## config.mk

```make
export PLATFORM = sky130hd
export DESIGN_NAME = reorder_commit
export DESIGN_NICKNAME = d
export VERILOG_FILES = /design/src/rtl/reorder_commit.sv
export SDC_FILE = /design/constraint.sdc
export NUM_CORES = 1
export LEC_CHECK = 0
export BUFFER_PORTS_ARGS = -buffer_cell sky130_fd_sc_hd__buf_4
export CAP_MARGIN = 20
export CORE_MARGIN = 4
export CORE_UTILIZATION = 40
export DETAILED_ROUTE_END_ITERATION = 6
export SLEW_MARGIN = 0
export SYNTH_ARGS = -nofsm -noshare
export SYNTH_HDL_FRONTEND = slang
export SYNTH_SLANG_ARGS = --single-unit
```

## constraint.sdc

```tcl
create_clock -name clk -period 10.1 [get_ports clk]
set_clock_uncertainty 0.05 [all_clocks]
set_input_delay 0 -clock clk [delete_from_list [all_inputs] [get_ports clk]]
set_output_delay 0 -clock clk [all_outputs]
set_load 0.1 [all_outputs]
```

## src/rtl/reorder_commit.sv

```systemverilog
// Reorder buffer with in-order commit: hands out tags at dispatch, accepts results
// in any order, and retires at most one head entry per cycle to the register file.
module reorder_commit #(
    parameter int DATA_WIDTH = 32,
    parameter int NUM_REGS   = 32,
    parameter int DEPTH      = 8,
    localparam int AW = $clog2(NUM_REGS),
    localparam int TW = $clog2(DEPTH)
) (
    input  logic                  clk,
    input  logic                  rst_n,
    input  logic                  alloc_valid,
    input  logic [AW-1:0]         alloc_rd,
    input  logic                  alloc_has_dest,
    output logic                  alloc_ready,
    output logic [TW-1:0]         alloc_tag,
    input  logic                  cmpl_valid,
    input  logic [TW-1:0]         cmpl_tag,
    input  logic [DATA_WIDTH-1:0] cmpl_data,
    input  logic                  flush,
    output logic                  w_en,
    output logic [AW-1:0]         w_addr,
    output logic [DATA_WIDTH-1:0] w_data,
    output logic [TW:0]           count,
    output logic                  empty
);
    localparam logic [TW:0] FULL = (TW+1)'(DEPTH);

    logic [DEPTH-1:0]      ent_valid;
    logic [DEPTH-1:0]      ent_done;
    logic [DEPTH-1:0]      ent_has_dest;
    logic [AW-1:0]         ent_rd   [DEPTH];
    logic [DATA_WIDTH-1:0] ent_data [DEPTH];
    logic [TW-1:0]         head;
    logic [TW-1:0]         tail;
    logic                  alloc_fire;
    logic                  cmpl_fire;
    logic                  retire_fire;

    // Readiness looks at the current count only, so a full buffer cannot refill the slot retiring this cycle.
    assign alloc_ready = rst_n && !flush && (count < FULL);
    assign alloc_tag   = tail;
    assign empty       = (count == '0);
    assign alloc_fire  = alloc_valid && alloc_ready;
    assign cmpl_fire   = rst_n && !flush && cmpl_valid && ent_valid[cmpl_tag] && !ent_done[cmpl_tag];
    assign retire_fire = rst_n && !flush && ent_valid[head] && ent_done[head];

    always_ff @(posedge clk) begin
        if (!rst_n) begin
            ent_valid <= '0;
            ent_done  <= '0;
            head      <= '0;
            tail      <= '0;
            count     <= '0;
            w_en      <= 1'b0;
            w_addr    <= '0;
            w_data    <= '0;
        end else if (flush) begin
            ent_valid <= '0;
            ent_done  <= '0;
            head      <= '0;
            tail      <= '0;
            count     <= '0;
            w_en      <= 1'b0;
        end else begin
            if (alloc_fire) begin
                ent_valid[tail] <= 1'b1;
                ent_done[tail]  <= 1'b0;
                tail            <= tail + TW'(1);
            end
            if (cmpl_fire) begin
                ent_done[cmpl_tag] <= 1'b1;
            end
            if (retire_fire) begin
                ent_valid[head] <= 1'b0;
                ent_done[head]  <= 1'b0;
                head            <= head + TW'(1);
                w_addr          <= ent_rd[head];
                w_data          <= ent_data[head];
            end
            w_en <= retire_fire && ent_has_dest[head] && (ent_rd[head] != '0);
            case ({alloc_fire, retire_fire})
                2'b10:   count <= count + (TW+1)'(1);
                2'b01:   count <= count - (TW+1)'(1);
                default: ;
            endcase
        end
    end

    // Payload storage carries no reset; the valid/done bits decide whether it is meaningful.
    always_ff @(posedge clk) begin
        if (alloc_fire) begin
            ent_rd[tail]       <= alloc_rd;
            ent_has_dest[tail] <= alloc_has_dest;
        end
        if (cmpl_fire) begin
            ent_data[cmpl_tag] <= cmpl_data;
        end
    end
endmodule
```

==> results_dict.tcl <==
set metrics [dict create \
    first_pass_iters 5 \
    cts_buffers 40 \
    leakagePower_uw 0.00574 \
    worst_setup_path_end_kind "flip-flop" \
    grt_pass1_vias 8538 \
    powerDensity_mw_per_mm2 179 \
    synthFlopType "edfxtp_1" \
    overflow 0 \
    critPathArrivalTime_ns 4.77 \
    via_per_inst 5.45 \
    mostFrequentLayoutCells "edfxtp_1, buf_4, mux2i_1" \
    setup_slack_ns 5.72 \
    synth_area_mm2 0.0146 \
    grt_pass1_wl_um 49400 \
    clock_latency_ns 0.53 \
    syn_avg_cell_area_um2 15.2 \
    synth_cells 960 \
    drt_iter0_drc 495 \
    drt-total-wl_um 31700 \
    max_freq_mhz 229 \
    synth_edf_count 304 \
    async_reset_ff_share_pct 0 \
    setup_viol 0 \
    vias 8614 \
    cp-startpoint "head[0]" \
    worst_pin_slew_ns 1.06 \
    layout-area-overhead-vs-synth_pct 20.2 \
    min_period_ns 4.38 \
    worstSetupStartpointType "flip-flop" \
    grt_max_degree 101 \
    n_fill_cell 3090 \
    nets 1138 \
    ys_ff_latch 371 \
    initial_core_util_pct 40.8 \
    pin_count 93 \
    regArea_mm2 0.0105 \
    multiInputGateArea_mm2 0.00382 \
    min_period_over_period_pct 43.3 \
    synth_fp_nets 1011 \
    layout_commonest_cell "edfxtp_1" \
    place_ws_ns 5.76 \
    track_usage_pct 16.0 \
    dieArea_mm2 0.0396 \
    outcome "completed" \
    drc_errors 0 \
    required_ns 10.49 \
    ir_worst_vdd_mv 0.125 \
    die_h_um 199 \
    cts_tree "built" \
    max-cap-violations 0 \
    fin_util_pct 49.0 \
    path_clk_slew_ns 0.06 \
    die_x_um 199 \
    setup_tns_ns 0 \
    antenna_found_initial 3 \
    critPathKind "flip-flop to flip-flop" \
    crit_fanout 100 \
    rsz0062_at_grt "false" \
    dp_cells 1459 \
    cp_slowest_cell "buf_4" \
    core_area_mm2 0.0357 \
    place_area_mm2 0.0157 \
    port_buffers 92 \
    hold_path.class "input pin to flip-flop" \
    maxSlewHeadroom_pct 29.3 \
    fp-row-count 69 \
    stdcell_area_mm2 0.0175 \
    finalHoldViolCount 0 \
    clockBufferDepth 3 \
    synth_warnings 0 \
    layout.cells.non_filler 1582 \
    wl_per_cell_um 20.0 \
    synthDistinctLibCells 49 \
    place.gp.congestion 0.803 \
    r2r-start "head[0]" \
    clockRootBuffer "clkbuf_16" \
    antenna_left 0 \
    h-tree-depth 2 \
    drv_slew 0 \
    hold_start "alloc_valid" \
    place_hpwl_um 17600 \
    ys_seq_area_share_pct 71.8 \
    cp_slowest_stage_delay_ns 0.87 \
    crit_chain "buf_4, nor2b_1, a22o_1, a2111oi_4, buf_4, ha_1, xor2_1, ha_1, a21oi_1, xor2_1, or3_1, a21oi_1" \
    final_layout_size_suffix_gt1_share_pct 18.7 \
    cts.sinks 371 \
    post_cts_resized 0 \
]
==> worst paths after layout <==
check             cells past startpoint  slack, ns      endpoint
setup / recovery                     12       5.72      count[2]
hold / removal                        5       0.04  alloc_tag[0]
setup reg to reg                     12       5.72      count[2]
hold reg to reg                       2       0.40     w_data[3]
==> kinds of logic after synthesis <==
group	after synthesis	share of synthesized area, %
and+or+nand+nor	174	5.85
DFF	371	71.8
AOI/OAI and AO/OA	225	10.8
muxes	105	8.50
adders and majority gates	5	0.429
buffers and inverters	75	2.32
xor gates and xnor gates	5	0.300
==> where the power goes <==
| group | switching [uW] | internal (uW) | total [uW] |
|---|---|---|---|
| combinational | 37.5 | 28.4 | 65.9 |
| clock | 580 | 841 | 1420 |
| sequential | 0.926 | 1650 | 1650 |
| total | 618 | 2520 | 3140 |
==> sequential cells by signal, summed over array words and instances (netlist names), named ones only <==
register / cells
ent_has_dest: 8
ent_done: 8
head: 3
w_addr: 5
w_data: 32
w_en: 1
ent_data: 256
ent_valid: 8
count: 4
alloc_tag: 3
ent_rd: 40
==> cells in the mapped netlist (5+ instances only) <==
cell      count  area share [%]
a21oi_1       6            0.21
a221oi_1      5            0.30
a22o_1       48             2.9
a22oi_1      16            0.82
a31oi_1      33             1.4
and3_1        9            0.39
buf_1         5            0.13
buf_2         9            0.31
clkbuf_1     48             1.2
dfxtp_1      67             9.2
edfxtp_1    304              63
ha_1          5            0.43
inv_1         6            0.15
mux2_2       11            0.85
mux2i_1      80             5.5
mux4_2       14             2.2
nand2_1      72             1.9
nand2b_1      7            0.30
nand3_1      16            0.55
nand3b_1     18            0.93
nor2_1       25            0.64
nor2b_1       7            0.30
nor3_1        9            0.31
o211ai_1     30             1.5
o21ai_0      65             2.2
==> worst max-delay path: cells and delay by family (launching register included) <==
kind	cells	cell delay (ns)
AOI/OAI and AO/OA	4	0.84
buffers and inverters	2	1.20
and+or+nand+nor	2	0.51
adders and majority gates	2	0.47
DFF	1	0.83
xor gates and xnor gates	2	0.33
==> layout make-up <==
class	count	area share [%]
sequential	371	59.8
multi-input combinational	514	21.8
timing repair buffer	153	7.45
clock buffer	54	6.42
tap	461	3.29
clock inverter	20	1.08
inverter	7	0.150
antenna	2	0.0285
==> metal layers <==
metal | routed length (um) | share of wire, % | GRT usage, %
met5 | 13 | 0.041 | 0
met4 | 632 | 2.0 | 4.05
met3 | 1590 | 5.0 | 2.61
met2 | 14900 | 47 | 26.0
met1 | 14600 | 46 | 22.6
==> repair_timing <==
action | in CTS | in global routing
buffers inserted | 0 | 0
hold endpoints to repair | 370 | 0
hold buffers | 45 | 0
==> per-stage QoR <==
stage | hold slack (ns) | power, uW
finish | 0.0358 | 3140
global route | 0.115 | 3240
CTS | 0.0210 | 3180
detailed placement | 0.187 | 1740
global placement | 0.185 | 1740
floorplan | 0.0489 | 1700
No activity file was read; power rests on OpenSTA's default activity.
